--- config.mk ---
export PLATFORM = sky130hd
export DESIGN_NAME = cgra_mem_port_arbiter
export DESIGN_NICKNAME = d
export VERILOG_FILES = /design/src/rtl/cgra_mem_port_arbiter_pkg.sv /design/src/rtl/cgra_mem_port_arbiter_rr_arb.sv /design/src/rtl/cgra_mem_port_arbiter.sv
export SDC_FILE = /design/constraint.sdc
export NUM_CORES = 1
export LEC_CHECK = 0
export ABC_AREA = 1
export BUFFER_PORTS_ARGS = -buffer_cell sky130_fd_sc_hd__buf_2
export CORE_AREA = 4 4 521 523
export DETAILED_ROUTE_END_ITERATION = 8
export DIE_AREA = 0 0 525 527
export PLACE_DENSITY_LB_ADDON = 0.12
export SETUP_SLACK_MARGIN = 0.5
export SYNTH_ARGS = -nofsm -noshare
export SYNTH_HDL_FRONTEND = slang
export SYNTH_SLANG_ARGS = --single-unit
--- constraint.sdc ---
create_clock -name clk_i -period 4.52 [get_ports clk_i]
set_input_delay 0.904 -clock clk_i [delete_from_list [all_inputs] [get_ports clk_i]]
set_output_delay 0.904 -clock clk_i [all_outputs]
set_load 0.005 [all_outputs]
--- src/rtl/cgra_mem_port_arbiter_pkg.sv ---
// rtl/cgra_mem_port_arbiter_pkg.sv - shared sizes and requester-to-port mapping for the CGRA memory port arbiter
package cgra_mem_port_arbiter_pkg;

  localparam int CGRA_XBAR_NMASTER         = 9;
  localparam int CGRA_XBAR_NPORT           = 4;
  localparam int CGRA_PORT_MAX_OUTSTANDING = 2;
  localparam int DW                        = 32;
  localparam int BEW                       = 4;

  // Static assignment of a requester to its output port.
  function automatic int req2port(input int r, input int nport = CGRA_XBAR_NPORT);
    return r % nport;
  endfunction

  // Number of requesters sharing output port p.
  function automatic int port_members(input int nreq, input int nport, input int p);
    return (nreq - p + nport - 1) / nport;
  endfunction

endpackage

--- src/rtl/cgra_mem_port_arbiter_rr_arb.sv ---
// rtl/cgra_mem_port_arbiter_rr_arb.sv - per-port locked round-robin arbiter with in-order response ID FIFO
module cgra_port_id_fifo #(
  parameter int W     = 4,
  parameter int DEPTH = 2
) (
  input  logic         clk_i,
  input  logic         rst_ni,
  input  logic         push,
  input  logic [W-1:0] push_data,
  input  logic         pop,
  output logic [W-1:0] head,
  output logic         full,
  output logic         empty
);

  localparam int PW = (DEPTH > 1) ? $clog2(DEPTH) : 1;
  localparam int CW = $clog2(DEPTH + 1);

  logic [W-1:0]  mem_q [DEPTH];
  logic [PW-1:0] wptr_q, rptr_q;
  logic [CW-1:0] cnt_q;

  assign full  = (cnt_q == CW'(DEPTH));
  assign empty = (cnt_q == '0);
  assign head  = mem_q[rptr_q];

  // Storage, pointers and occupancy; push and pop in one cycle leave the count unchanged.
  always_ff @(posedge clk_i or negedge rst_ni) begin
    if (!rst_ni) begin
      wptr_q <= '0;
      rptr_q <= '0;
      cnt_q  <= '0;
      for (int i = 0; i < DEPTH; i++) mem_q[i] <= '0;
    end else begin
      if (push) begin
        mem_q[wptr_q] <= push_data;
        wptr_q        <= (wptr_q == PW'(DEPTH - 1)) ? '0 : wptr_q + 1'b1;
      end
      if (pop) begin
        rptr_q <= (rptr_q == PW'(DEPTH - 1)) ? '0 : rptr_q + 1'b1;
      end
      case ({push, pop})
        2'b10:   cnt_q <= cnt_q + 1'b1;
        2'b01:   cnt_q <= cnt_q - 1'b1;
        default: cnt_q <= cnt_q;
      endcase
    end
  end

endmodule

module cgra_port_rr_arb
  import cgra_mem_port_arbiter_pkg::*;
#(
  parameter int NMEM     = 3,
  parameter int NPORT    = 4,
  parameter int PORT_IDX = 0,
  parameter int IDW      = 4,
  parameter int DEPTH    = 2
) (
  input  logic                      clk_i,
  input  logic                      rst_ni,
  input  logic [NMEM-1:0]           req,
  input  logic [NMEM-1:0][DW-1:0]   addr,
  input  logic [NMEM-1:0]           we,
  input  logic [NMEM-1:0][BEW-1:0]  be,
  input  logic [NMEM-1:0][DW-1:0]   wdata,
  output logic [NMEM-1:0]           gnt,
  output logic                      port_req,
  input  logic                      port_gnt,
  output logic [DW-1:0]             port_addr,
  output logic                      port_we,
  output logic [BEW-1:0]            port_be,
  output logic [DW-1:0]             port_wdata,
  input  logic                      port_rvalid,
  output logic                      rsp_valid,
  output logic [IDW-1:0]            rsp_id,
  output logic                      spurious
);

  localparam int LW = (NMEM > 1) ? $clog2(NMEM) : 1;

  logic [LW-1:0]  last_q, lock_sel_q, rr_sel, sel;
  logic           lock_q, rr_found, hs, fifo_full, fifo_empty;
  logic [IDW-1:0] push_id;

  // Round-robin pick starting at the member after the last granted one.
  always_comb begin
    rr_sel   = '0;
    rr_found = 1'b0;
    for (int k = 1; k <= NMEM; k++) begin
      if (!rr_found && req[(int'(last_q) + k) % NMEM]) begin
        rr_found = 1'b1;
        rr_sel   = LW'((int'(last_q) + k) % NMEM);
      end
    end
  end

  // A pending unacknowledged request keeps its selection until the handshake.
  assign sel        = lock_q ? lock_sel_q : rr_sel;
  assign port_req   = rst_ni & ~fifo_full & (lock_q ? req[sel] : rr_found);
  assign hs         = port_req & port_gnt;
  assign port_addr  = addr[sel];
  assign port_we    = we[sel];
  assign port_be    = be[sel];
  assign port_wdata = wdata[sel];
  assign push_id    = IDW'(PORT_IDX + NPORT * int'(sel));

  // Only the selected requester may see the grant.
  always_comb begin
    gnt      = '0;
    gnt[sel] = hs;
  end

  // Lock and last-granted bookkeeping; last-granted starts at the highest member.
  always_ff @(posedge clk_i or negedge rst_ni) begin
    if (!rst_ni) begin
      last_q     <= LW'(NMEM - 1);
      lock_q     <= 1'b0;
      lock_sel_q <= '0;
    end else begin
      lock_q <= port_req & ~port_gnt;
      if (port_req & ~port_gnt) lock_sel_q <= sel;
      if (hs) last_q <= sel;
    end
  end

  assign rsp_valid = port_rvalid & ~fifo_empty;
  assign spurious  = port_rvalid & fifo_empty;

  cgra_port_id_fifo #(
    .W     (IDW),
    .DEPTH (DEPTH)
  ) u_id_fifo (
    .clk_i     (clk_i),
    .rst_ni    (rst_ni),
    .push      (hs),
    .push_data (push_id),
    .pop       (rsp_valid),
    .head      (rsp_id),
    .full      (fifo_full),
    .empty     (fifo_empty)
  );

endmodule

--- src/rtl/cgra_mem_port_arbiter.sv ---
// rtl/cgra_mem_port_arbiter.sv - folds NREQ CGRA OBI masters onto NPORT xbar masters; SONHAMOS_ARB_PERF_EN adds perf_stall_o
module cgra_mem_port_arbiter
  import cgra_mem_port_arbiter_pkg::*;
#(
  parameter int NREQ            = CGRA_XBAR_NMASTER,
  parameter int NPORT           = CGRA_XBAR_NPORT,
  parameter int MAX_OUTSTANDING = CGRA_PORT_MAX_OUTSTANDING,
  parameter int IDW             = $clog2(NREQ)
) (
  input  logic                      clk_i,
  input  logic                      rst_ni,
  input  logic [NREQ-1:0]           req_req_i,
  output logic [NREQ-1:0]           req_gnt_o,
  input  logic [NREQ-1:0][DW-1:0]   req_addr_i,
  input  logic [NREQ-1:0]           req_we_i,
  input  logic [NREQ-1:0][BEW-1:0]  req_be_i,
  input  logic [NREQ-1:0][DW-1:0]   req_wdata_i,
  output logic [NREQ-1:0]           req_rvalid_o,
  output logic [NREQ-1:0][DW-1:0]   req_rdata_o,
  output logic [NPORT-1:0]          port_req_o,
  input  logic [NPORT-1:0]          port_gnt_i,
  output logic [NPORT-1:0][DW-1:0]  port_addr_o,
  output logic [NPORT-1:0]          port_we_o,
  output logic [NPORT-1:0][BEW-1:0] port_be_o,
  output logic [NPORT-1:0][DW-1:0]  port_wdata_o,
  input  logic [NPORT-1:0]          port_rvalid_i,
  input  logic [NPORT-1:0][DW-1:0]  port_rdata_i,
  output logic                      err_o
`ifdef SONHAMOS_ARB_PERF_EN
  ,
  output logic [NPORT-1:0][31:0]    perf_stall_o
`endif
);

  logic [NPORT-1:0]          rsp_valid, spurious;
  logic [NPORT-1:0][IDW-1:0] rsp_id;
  logic                      err_q;
`ifdef SONHAMOS_ARB_PERF_EN
  logic [NPORT-1:0]          stall;
  logic [NPORT-1:0][31:0]    stall_cnt_q;
`endif

  for (genvar p = 0; p < NPORT; p++) begin : g_port
    localparam int NMEM = port_members(NREQ, NPORT, p);

    logic [NMEM-1:0]          l_req, l_we, l_gnt;
    logic [NMEM-1:0][DW-1:0]  l_addr, l_wdata;
    logic [NMEM-1:0][BEW-1:0] l_be;

    for (genvar m = 0; m < NMEM; m++) begin : g_mem
      assign l_req[m]                = req_req_i[p + m * NPORT];
      assign l_we[m]                 = req_we_i[p + m * NPORT];
      assign l_addr[m]               = req_addr_i[p + m * NPORT];
      assign l_wdata[m]              = req_wdata_i[p + m * NPORT];
      assign l_be[m]                 = req_be_i[p + m * NPORT];
      assign req_gnt_o[p + m * NPORT] = l_gnt[m];
    end

`ifdef SONHAMOS_ARB_PERF_EN
    assign stall[p] = (|l_req) & ~(port_req_o[p] & port_gnt_i[p]);
`endif

    cgra_port_rr_arb #(
      .NMEM     (NMEM),
      .NPORT    (NPORT),
      .PORT_IDX (p),
      .IDW      (IDW),
      .DEPTH    (MAX_OUTSTANDING)
    ) u_arb (
      .clk_i       (clk_i),
      .rst_ni      (rst_ni),
      .req         (l_req),
      .addr        (l_addr),
      .we          (l_we),
      .be          (l_be),
      .wdata       (l_wdata),
      .gnt         (l_gnt),
      .port_req    (port_req_o[p]),
      .port_gnt    (port_gnt_i[p]),
      .port_addr   (port_addr_o[p]),
      .port_we     (port_we_o[p]),
      .port_be     (port_be_o[p]),
      .port_wdata  (port_wdata_o[p]),
      .port_rvalid (port_rvalid_i[p]),
      .rsp_valid   (rsp_valid[p]),
      .rsp_id      (rsp_id[p]),
      .spurious    (spurious[p])
    );
  end

  // Route each response to the requester at the head of its port's ID FIFO.
  for (genvar r = 0; r < NREQ; r++) begin : g_rsp
    localparam int P = req2port(r, NPORT);
    assign req_rvalid_o[r] = rsp_valid[P] && (rsp_id[P] == IDW'(r));
    assign req_rdata_o[r]  = req_rvalid_o[r] ? port_rdata_i[P] : '0;
  end

  // Sticky error on any response with no outstanding transaction.
  always_ff @(posedge clk_i or negedge rst_ni) begin
    if (!rst_ni) err_q <= 1'b0;
    else if (|spurious) err_q <= 1'b1;
  end

  assign err_o = err_q;

`ifdef SONHAMOS_ARB_PERF_EN
  // Saturating per-port count of cycles where a waiting requester got no grant.
  always_ff @(posedge clk_i or negedge rst_ni) begin
    if (!rst_ni) begin
      stall_cnt_q <= '0;
    end else begin
      for (int p = 0; p < NPORT; p++) begin
        if (stall[p] && (stall_cnt_q[p] != 32'hFFFF_FFFF)) stall_cnt_q[p] <= stall_cnt_q[p] + 32'd1;
      end
    end
  end

  assign perf_stall_o = stall_cnt_q;
`endif

endmodule

==> results of run 1 <==
-- what timing repair did --
item / 4_1_cts / 5_1_grt
cloned: 1 / 2
setup buffers: 0 / 9
setup endpoints to repair: 74 / 66
hold buffers: 0 / 0
gates resized for setup: 12 / 16
pin swaps: 0 / 4
-- through the flow --
step	hold slack, ns	utilization	cell area (um2)	total power, mW
finish	0.453	0.0746	19900	10.2
global route	0.480	0.0744	19900	11.1
CTS	0.460	0.0738	19700	10.1
detailed placement	0.438	0.0729	19500	9.42
global placement	0.438	0.0729	19500	9.52
floorplan	0.419	-	8210	4.29
-- worst max-delay path, delay by kind of cell, from the launching register on --
family / cells / cell delay [ns]
adder cells (fa/ha/maj): 1 / 0.23
AND/OR/NAND/NOR: 7 / 0.85
buffers and inverters: 5 / 0.73
AO/OA/AOI/OAI: 1 / 0.21
flip-flops: 1 / 0.58
-- flip-flops by register name (all words and copies together) (netlist names) --
name                           cells
g_port.u_arb.u_id_fifo.wptr_q      4
g_port.u_arb.u_id_fifo.cnt_q       8
g_port.u_arb.lock_q                4
g_port.u_arb.last_q                5
err_o                              1
g_port.u_arb.u_id_fifo.rptr_q      4
g_port.u_arb.lock_sel_q            5
g_port.u_arb.u_id_fifo.mem_q      16
-- cell families after synthesis --
group,count (synthesis),share of synthesized area
compound gates,181,0.113
mux,7,0.00899
simple gates,1199,0.563
fa+ha+maj,8,0.0122
xor+xnor,12,0.0128
buf+inv,301,0.146
flops,47,0.144
-- placed cells by master (no fill, tap or decap), types with 2 or more instances in the layout --
| cell type | netlist | final |
|---|---|---|
| o21a_1 | 2 | 2 |
| buf_16 | 0 | 2 |
| nand2_4 | 2 | 3 |
| xnor2_1 | 6 | 6 |
| buf_12 | 0 | 11 |
| nand2_1 | 774 | 770 |
| mux2_1 | 2 | 2 |
| buf_2 | 13 | 1353 |
| dfrtp_1 | 43 | 43 |
| a21oi_1 | 8 | 8 |
| nand3_2 | 2 | 4 |
| dfstp_2 | 4 | 4 |
| a31oi_1 | 3 | 3 |
| mux2i_1 | 4 | 4 |
| or2_1 | 2 | 2 |
| o21ai_4 | 0 | 2 |
| inv_1 | 183 | 182 |
| nand2_2 | 2 | 4 |
| nor2_1 | 378 | 376 |
| clkbuf_16 | 0 | 7 |
| buf_6 | 1 | 2 |
| ha_1 | 8 | 7 |
| diode_2 | 0 | 14 |
| xor2_1 | 6 | 6 |
| inv_2 | 9 | 7 |
| o21ai_0 | 130 | 124 |
| nor2_4 | 3 | 5 |
| nor3_1 | 2 | 2 |
| o21ai_1 | 35 | 38 |
| o21ai_2 | 3 | 4 |
| buf_4 | 12 | 40 |
| clkbuf_8 | 0 | 2 |
| nand3_1 | 24 | 21 |
| nand4_1 | 6 | 6 |
-- report_power, final --
part / internal [mW] / switching (mW)
Clock: 0.238 / 0.228
Sequential: 0.595 / 0.145
Combinational: 3.15 / 5.83
-- final timing paths --
check                                                   startpoint                            endpoint  slack, ns  depth (start not counted)
worst max-delay path                     g_port[0].u_arb.last_q[1]                    port_wdata_o[28]       0.66                         14
worst min-delay path            g_port[2].u_arb.u_id_fifo.mem_q[5]  g_port[2].u_arb.u_id_fifo.mem_q[5]       0.45                          2
worst max register to register           g_port[0].u_arb.last_q[1]  g_port[0].u_arb.u_id_fifo.cnt_q[1]       1.23                         20
worst min register to register  g_port[2].u_arb.u_id_fifo.mem_q[5]  g_port[2].u_arb.u_id_fifo.mem_q[5]       0.45                          2
max in group asynchronous                                   rst_ni           g_port[0].u_arb.last_q[1]       3.25                          2
min in group asynchronous                                   rst_ni  g_port[1].u_arb.u_id_fifo.mem_q[6]       0.72                          2
-- cell type report --
cell class                 instances  area [um2]
sequential                        47        1180
tap                             3552        4440
multi-input combinational       1407        5930
fill                           32128      247000
antenna                           14        35.0
inverter                         192         732
clock buffer                       7         153
timing repair buffer            1410        7420
clock inverter                     1        7.51
-- layer usage --
| metal | share of wire | GRT usage | wire length (um) | up-vias |
|---|---|---|---|---|
| met5 | 0.0041 | 0 | 607 | - |
| met4 | 0.021 | 0.0159 | 3160 | 92 |
| met1 | 0.42 | 0.124 | 62100 | 7457 |
| met3 | 0.11 | 0.0424 | 15800 | 287 |
| li1 | - | - | - | 7863 |
| met2 | 0.45 | 0.166 | 66600 | 1232 |
==> impl_results.rst, run 1 <==
.. list-table::
   :header-rows: 1

   * - Metric
     - Value
   * - Outcome
     - finished, final reports clean
   * - Count of cell types in the netlist
     - 34
   * - Max Root-Sink Buffers
     - 2
   * - Post-synthesis net count
     - 2531
   * - Reported max-cap violation count
     - 0
   * - Dpl ws
     - a little over 0.4 ns
   * - CP max stage cell
     - dfstp_2
   * - Worst-case clock skew
     - around 0.012 ns
   * - Synth-to-layout area growth
     - 143%
   * - Residual DRC count
     - 0
   * - 1st-iter DRT viols
     - 1034
   * - Startpoint class of the critical path
     - register
   * - Path type of the worst setup path
     - register to output pin
   * - Via count
     - between 15000 and 20000
   * - Mean Syn Cell Area
     - 4.68 um2
   * - Pin count of the biggest net entering global routing
     - 63
   * - Core Region
     - 267000 um2
   * - Longest individual stage delay on the worst path
     - approximately 0.58 ns
   * - Length of the first detailed-routing pass in iterations
     - 6
   * - Clk_lat worst skew
     - approximately 0.34 ns
   * - TritonCTS buffer count
     - 5
   * - Post-synthesis cell type with the largest combined area
     - nand2_1
   * - Number of nets in the finished design
     - 3839
   * - Number of port buffers
     - about 1400
   * - Worst endpoint data arrival time
     - just under 3 ns
   * - Height of the die
     - 527 um
   * - Pwr/cell area
     - ~510 nW/um2
   * - Worst Path Max Fanout
     - 27
   * - Vias/cell
     - between 2 and 3
   * - Post-CTS clock slew at the launch and capture registers of the worst setup and hold paths
     - ~0.080 ns
   * - First-pass GRT wire length
     - approximately 180 mm
   * - Post-DP HPWL
     - 136 mm
   * - Fin crit period
     - about 3.9 ns
   * - Synth cell count leaders
     - 774 x nand2_1, 378 x nor2_1, 183 x inv_1
   * - Synth Cell Area
     - around 8200 um2
   * - Highest clock frequency the design can meet
     - ~260 MHz
   * - Most Frequent Cell on Critical Path
     - nand2_4
   * - Tightest Pin Transition
     - ~0.9 ns
   * - Die footprint
     - around 280000 um2
   * - TritonCTS sink count
     - 47
   * - Chip Width
     - ~530 um
   * - Global route total overflow
     - 0
   * - Slack of the critical path
     - about 0.66 ns
   * - Final Max Tran Viols
     - 0
   * - Number of hold violations in the final report
     - 0
   * - Headroom to the max-slew limit
     - 0.398
   * - Number of failing setup endpoints in the final timing report
     - 0
   * - Leading cell types by total area after synthesis
     - nand2_1 35%, nor2_1 17%, dfrtp_1 13%
   * - TNS Setup
     - 0 ns
   * - Critical Path End Type
     - output pin
   * - Post-synthesis instance total
     - ~1800
   * - Post-route clock period utilization
     - 0.854
   * - Synthesis warning total
     - 0
   * - Clock H-tree levels
     - 2
   * - Leading register cell type out of synthesis
     - dfrtp_1
   * - Vias in the first global route
     - ~17000
   * - Final antenna-violating net count
     - 0
   * - Initial antenna violation count
     - approximately 160
   * - DR WL/cell
     - 22.4 um
   * - Cell-by-cell listing of the critical path
     - inv_1, ha_1, inv_2, nand3_2, nand2_4, nand4_1, nand3_1, nand2_4, buf_4, nor2_4, buf_12, nand2_1, o21ai_1, buf_2
   * - Max rail drop VDD
     - ~0.00033 V
   * - Filler-free cell count of the finished design
     - 6630
   * - Std-Cell Rows
     - 190
   * - Share of flip-flops with an asynchronous set or reset
     - 1.00
   * - Path class of the lowest-slack min-delay path
     - register to register
   * - Count of boundary I/O pins
     - 1355
   * - CTS Root Cell
     - clkbuf_16
   * - Post-synthesis sequential area ratio
     - 0.144
   * - Number of cells after detailed placement
     - 6596
   * - RSZ-0062 raised after global routing
     - true
   * - Leakage
     - around 11 nW
   * - Count of flip-flops with a built-in enable after synthesis
     - 0
   * - Cell with the most instances after synthesis
     - nand2_1
   * - Proportion of layout cells with a drive suffix above 1
     - 0.477
   * - Portion of synthesized cell area occupied by the leading cell type
     - 0.354
   * - Final wirelength
     - 148 mm
   * - Starting density of the core
     - 0.0307
   * - Yosys reg bits
     - 47
   * - GRT Overall Usage
     - 0.101
   * - CTS tree
     - yes
   * - Routability Congestion
     - approximately 0.96
   * - WP data required
     - 3.62 ns
No activity file was read; power rests on OpenSTA's default activity.
==> inputs of run 2 (changes only) <==
--- a/constraint.sdc
+++ b/constraint.sdc
@@ -3,2 +3,2 @@
 set_output_delay 0.904 -clock clk_i [all_outputs]
-set_load 0.005 [all_outputs]
+set_load 0.1 [all_outputs]
==> impl_results.rst, run 2 (same netlist as run 1, synthesis figures left out) <==
.. list-table::
   :header-rows: 1

   * - Metric
     - Value
   * - Path class of the lowest-slack min-delay path
     - register to register
   * - Post-CTS clock slew at the launch and capture registers of the worst setup and hold paths
     - about 0.08 ns
   * - Startpoint class of the critical path
     - input pin
   * - Height of the die
     - 527 um
   * - GRT Overall Usage
     - 0.0950
   * - Starting density of the core
     - 0.0307
   * - Worst Path Max Fanout
     - 32
   * - Final Max Tran Viols
     - 0
   * - Number of port buffers
     - approximately 1400
   * - Outcome
     - finished, final reports clean
   * - Max Root-Sink Buffers
     - 2
   * - Most flops, register
     - g_port.u_arb.u_id_fifo.mem_q
   * - Path type of the worst setup path
     - input pin to output pin
   * - Headroom to the max-slew limit
     - 0.187
   * - Vias in the first global route
     - about 17000
   * - Die footprint
     - ~280000 um2
   * - Commonest cells after routing, fill and taps aside
     - 1198 x buf_2, 770 x nand2_1, 243 x nor2_1
   * - Reported max-cap violation count
     - 0
   * - Largest regs
     - g_port.u_arb.u_id_fifo.mem_q: 16 flops, g_port.u_arb.u_id_fifo.cnt_q: 8 flops
   * - Final wirelength
     - 140 mm
   * - Number of cells after detailed placement
     - around 6600
   * - Chip Width
     - about 530 um
   * - Number of failing setup endpoints in the final timing report
     - 0
   * - DR WL/cell
     - between 20 and 25 um
   * - Critical Path End Type
     - output pin
   * - Worst endpoint data arrival time
     - roughly 3 ns
   * - CTS tree
     - yes
   * - First-pass GRT wire length
     - 175 mm
   * - Std-Cell Rows
     - 190
   * - TritonCTS sink count
     - 47
   * - Proportion of layout cells with a drive suffix above 1
     - 0.543
   * - Worst-case clock skew
     - about 0.0084 ns
   * - Number of nets in the finished design
     - around 3800
   * - TritonCTS buffer count
     - 5
   * - Residual DRC count
     - 0
   * - Clock H-tree levels
     - 2
   * - Most common library cell in the layout ignoring fill and taps
     - buf_2
   * - Fill cell total of the finished layout
     - approximately 32000
   * - Synth-to-layout area growth
     - 181%
   * - Fin crit period
     - approximately 3.9 ns
   * - Highest clock frequency the design can meet
     - ~260 MHz
   * - Pin count of the biggest net entering global routing
     - 74
   * - CTS Root Cell
     - clkbuf_16
   * - 1st-iter DRT viols
     - 801
   * - Vias/cell
     - 2.51
   * - Sequential Area
     - 1180 um2
   * - Count of boundary I/O pins
     - roughly 1400
   * - Initial antenna violation count
     - 112
   * - Flip-flop count of the largest register, all copies and words added
     - 16
   * - Clk_lat worst skew
     - around 0.32 ns
   * - Number of hold violations in the final report
     - 0
   * - Filler-free cell count of the finished design
     - around 6600
   * - Footprint of the multi-input gates
     - ~6700 um2
   * - Global route total overflow
     - 0
   * - Post-route clock period utilization
     - 0.863
   * - Routability Congestion
     - around 0.9
   * - Post-DP HPWL
     - around 130 mm
   * - Core Region
     - 267000 um2
   * - WP data required
     - 3.62 ns
   * - Via count
     - ~17000
   * - Count of hold buffers inserted by post-cts repair
     - 0
   * - Final antenna-violating net count
     - 0
   * - Tightest Pin Transition
     - between 1 and 1.5 ns
   * - Length of the first detailed-routing pass in iterations
     - 5
   * - RSZ-0062 raised after global routing
     - true
run 2: through the flow:
| stage | hold slack [ns] | util | setup WS [ns] | TNS, ns | cell area, um2 |
|---|---|---|---|---|---|
| finish | 0.451 | 0.0864 | 0.621 | 0 | 23100 |
| CTS | 0.456 | 0.0855 | 0.443 | 0 | 22800 |
| global placement | 0.440 | 0.0843 | 0.490 | 0 | 22500 |
| detailed placement | 0.435 | 0.0843 | 0.473 | 0 | 22500 |
| floorplan | 0.419 | - | -0.252 | -15.34 | 9000 |
| global route | 0.493 | 0.0863 | 0.405 | 0 | 23000 |
run 2: worst paths after layout:
check	from	to	slack, ns	depth (start not counted)
min reg2reg	g_port[1].u_arb.u_id_fifo.mem_q[4]	g_port[1].u_arb.u_id_fifo.mem_q[4]	0.45	2
max in group asynchronous	rst_ni	g_port[0].u_arb.last_q[1]	3.27	2
min	g_port[1].u_arb.u_id_fifo.mem_q[4]	g_port[1].u_arb.u_id_fifo.mem_q[4]	0.45	2
max reg2reg	g_port[0].u_arb.last_q[1]	g_port[0].u_arb.u_id_fifo.cnt_q[1]	1.25	20
min in group asynchronous	rst_ni	g_port[3].u_arb.u_id_fifo.rptr_q	0.49	1
max	port_rvalid_i[0]	req_rdata_o[142]	0.62	10
run 2: worst max-delay path: stages:
cell	delay [ns]
buf_2	0.09
inv_1	0.03
a21oi_1	0.11
buf_4	0.20
nand2_1	0.11
nor2_2	0.13
inv_1	0.51
buf_4	0.35
nor2_1	0.28
buf_12	0.23
run 2: metal layers:
| layer | routed length, um | vias up | global-route usage |
|---|---|---|---|
| met2 | 68200 | 1059 | 0.168 |
| met1 | 58400 | 7542 | 0.114 |
| met5 | 236 | - | 0 |
| met3 | 12000 | 164 | 0.0315 |
| met4 | 1720 | 36 | 0.0103 |
| li1 | - | 7858 | - |
run 2: layout make-up:
| type | count | share of cell area |
|---|---|---|
| inverters | 192 | 0.0320 |
| clock buffers | 6 | 0.00602 |
| diodes | 13 | 0.00141 |
| well taps | 3552 | 0.193 |
| flip-flops and latches | 47 | 0.0512 |
| multi-input cells | 1407 | 0.291 |
| repair buffers | 1410 | 0.424 |
| clock inverters | 2 | 0.00168 |
run 2: what timing repair did:
action / CTS / global route
cloned: 3 / 3
endpoints found under the hold margin: 0 / 0
setup endpoints to repair: 73 / 73
pin swaps: 0 / 3
setup buffers: 1 / 7
gates resized for setup: 8 / 19
Power of run 2 is left out: the tool's default activity adds up to more than one toggle a clock period on the data nets, which glitch-free logic cannot reach.
==> inputs of run 3 (changes only) <==
Settings changed: PLACE_DENSITY_LB_ADDON 0.12 to unset.
==> impl_results.rst, run 3 (same netlist as run 1, synthesis figures left out) <==
.. list-table::
   :header-rows: 1

   * - Metric
     - Value
   * - Outcome
     - finished, final reports clean
   * - First-pass GRT wire length
     - approximately 250 mm
   * - Final Max Tran Viols
     - 0
   * - Max rail drop VDD
     - 0.000824 V
   * - Residual DRC count
     - 0
   * - Worst Path Max Fanout
     - 9
   * - 1st-iter DRT viols
     - roughly 1300
   * - Most flops, register
     - g_port.u_arb.u_id_fifo.mem_q
   * - Post-CTS clock slew at the launch and capture registers of the worst setup and hold paths
     - 0.08 ns
   * - Starting density of the core
     - 0.0307
   * - Count of hold buffers inserted by post-cts repair
     - 0
   * - Std-Cell Rows
     - between 150 and 200
   * - Commonest cells after routing, fill and taps aside
     - 1201 x buf_2, 769 x nand2_1, 243 x nor2_1
   * - Fin crit period
     - around 4 ns
   * - Via count
     - 18637
   * - Worst reg2reg path endpoint
     - g_port[0].u_arb.u_id_fifo.cnt_q[1]
   * - Worst-case clock skew
     - about 0.006 ns
   * - Final antenna-violating net count
     - 0
   * - Hold path cells
     - 2
   * - Startpoint class of the critical path
     - register
   * - Number of nets in the finished design
     - between 3000 and 4000
   * - Chip Width
     - 525 um
   * - Highest clock frequency the design can meet
     - 256 MHz
   * - Global route total overflow
     - 0
   * - DR WL/cell
     - 32.8 um
   * - Count of boundary I/O pins
     - between 1000 and 1500
   * - Tightest Pin Transition
     - about 1.1 ns
   * - Core Region
     - approximately 270000 um2
   * - Fill cell total of the finished layout
     - around 32000
   * - Post-DP HPWL
     - a little over 200 mm
   * - Reported max-cap violation count
     - 0
   * - Routability Congestion
     - around 1
   * - Leakage
     - about 12 nW
   * - Vias/cell
     - approximately 2.8
   * - Hold Crit Endpoint
     - g_port[3].u_arb.u_id_fifo.mem_q[5]
   * - Number of port buffers
     - 1354
   * - Number of cells after detailed placement
     - 6591
   * - CTS Root Cell
     - clkbuf_16
   * - Flip-flop count of the largest register, all copies and words added
     - 16
   * - Largest regs
     - g_port.u_arb.u_id_fifo.mem_q: 16 flops, g_port.u_arb.u_id_fifo.cnt_q: 8 flops
   * - Filler-free cell count of the finished design
     - 6700
   * - Number of failing setup endpoints in the final timing report
     - 0
   * - TritonCTS sink count
     - 47
   * - Flop-to-flop setup slack
     - between 1 and 1.5 ns
   * - Most common library cell in the layout ignoring fill and taps
     - buf_2
   * - Pin count of the biggest net entering global routing
     - 70
   * - WP data required
     - between 3 and 4 ns
   * - Die footprint
     - 277000 um2
   * - Headroom to the max-slew limit
     - 0.264
   * - Start of the worst register-to-register path
     - g_port[0].u_arb.last_q[1]
   * - Vias in the first global route
     - about 17000
   * - Number of hold violations in the final report
     - 0
   * - Clk_lat worst skew
     - ~0.34 ns
   * - Sequential Area
     - between 1000 and 1500 um2
   * - GRT Overall Usage
     - 0.150
   * - Footprint of the multi-input gates
     - between 6000 and 7000 um2
   * - TritonCTS buffer count
     - 5
   * - Post-route clock period utilization
     - 0.865
   * - RSZ-0062 raised after global routing
     - true
   * - CTS tree
     - yes
   * - Reg2reg path depth
     - 21
   * - Clock H-tree levels
     - 2
   * - Path class of the lowest-slack min-delay path
     - register to register
   * - Synth-to-layout area growth
     - 174%
   * - Length of the first detailed-routing pass in iterations
     - 5
   * - Critical Path End Type
     - output pin
   * - Worst endpoint data arrival time
     - between 3 and 4 ns
   * - Slack of the critical path
     - approximately 0.61 ns
   * - Dpl ws
     - approximately 0.47 ns
   * - Height of the die
     - 527 um
   * - Pwr/cell area
     - 1290 nW/um2
   * - Max Root-Sink Buffers
     - 2
   * - Start point of the worst min-delay path
     - g_port[3].u_arb.u_id_fifo.mem_q[5]
   * - Proportion of layout cells with a drive suffix above 1
     - 0.545
   * - Path type of the worst setup path
     - register to output pin
   * - Final wirelength
     - between 200 and 250 mm
   * - Initial antenna violation count
     - between 300 and 400
run 3: stage by stage:
| stage | power (mW) | hold slack, ns | area, um2 | utilization | TNS (ns) |
|---|---|---|---|---|---|
| final | 29.1 | 0.457 | 22500 | 0.0843 | 0 |
| after global routing | 29.9 | 0.478 | 22400 | 0.0839 | 0 |
| after CTS | 28.7 | 0.460 | 22000 | 0.0825 | 0 |
| after detailed placement | 27.7 | 0.439 | 21700 | 0.0813 | 0 |
| after global placement | 27.7 | 0.435 | 21700 | 0.0813 | 0 |
| after floorplan | 18.3 | 0.419 | 9000 | - | -15.34 |
run 3: how the worst max path moves through the flow:
stage / from / endpoint / slack, ns / depth (start not counted)
2_1_floorplan: port_rvalid_i[0] / req_rdata_o[10] / -0.25 / 7
3_3_place_gp: req_req_i[8] / port_addr_o[21] / 0.46 / 15
3_5_place_dp: req_req_i[4] / port_addr_o[14] / 0.47 / 12
4_1_cts: g_port[0].u_arb.last_q[1] / req_gnt_o[0] / 0.52 / 16
5_1_grt: g_port[0].u_arb.last_q[1] / port_req_o[0] / 0.46 / 17
6_report: g_port[0].u_arb.last_q[1] / port_wdata_o[9] / 0.61 / 17
run 3: what timing repair did:
action	in CTS	in global routing
gates cloned	2	5
endpoints found under the setup margin	70	60
resized for setup	18	46
buffers inserted	5	9
pin swaps	4	7
hold endpoints to repair	0	0
run 3: final cells by class:
class | instances | share of cell area
Antenna cell | 80 | 0.00889
Tap cell | 3552 | 0.197
Inverter | 192 | 0.0335
Timing Repair Buffer | 1413 | 0.400
Clock buffer | 5 | 0.00556
Clock inverter | 3 | 0.00206
Multi-Input combinational cell | 1408 | 0.300
Sequential cell | 47 | 0.0525
run 3: routing by layer:
| metal | vias up | share of wire | GRT usage | routed length [um] |
|---|---|---|---|---|
| li1 | 7968 | - | - | - |
| met2 | 1637 | 0.41 | 0.228 | 90800 |
| met5 | - | 0.0059 | 0 | 1300 |
| met4 | 200 | 0.040 | 0.0430 | 8730 |
| met3 | 598 | 0.15 | 0.0959 | 33400 |
| met1 | 8234 | 0.39 | 0.173 | 85400 |
run 3: critical path, cell delays in order (launching register included):
cell and delay, ns:
dfstp_2 0.59, buf_12 0.11, ha_4 0.22, o21ai_2 0.21, nand2_4 0.10, nand3_1 0.09, nand2_1 0.07, inv_1 0.07
nand3_2 0.08, nand2_4 0.11, inv_2 0.08, nor2_4 0.10, buf_12 0.17, buf_6 0.13, buf_4 0.12, nand2_1 0.08
o21ai_2 0.09, buf_12 0.20
run 3: power by group:
group          leakage [nW]  internal, mW  switching (mW)
Clock                0.0809         0.264           0.220
Sequential            0.549         0.595           0.133
Combinational          11.2          6.40            21.5
Total                  11.8          7.26            21.8
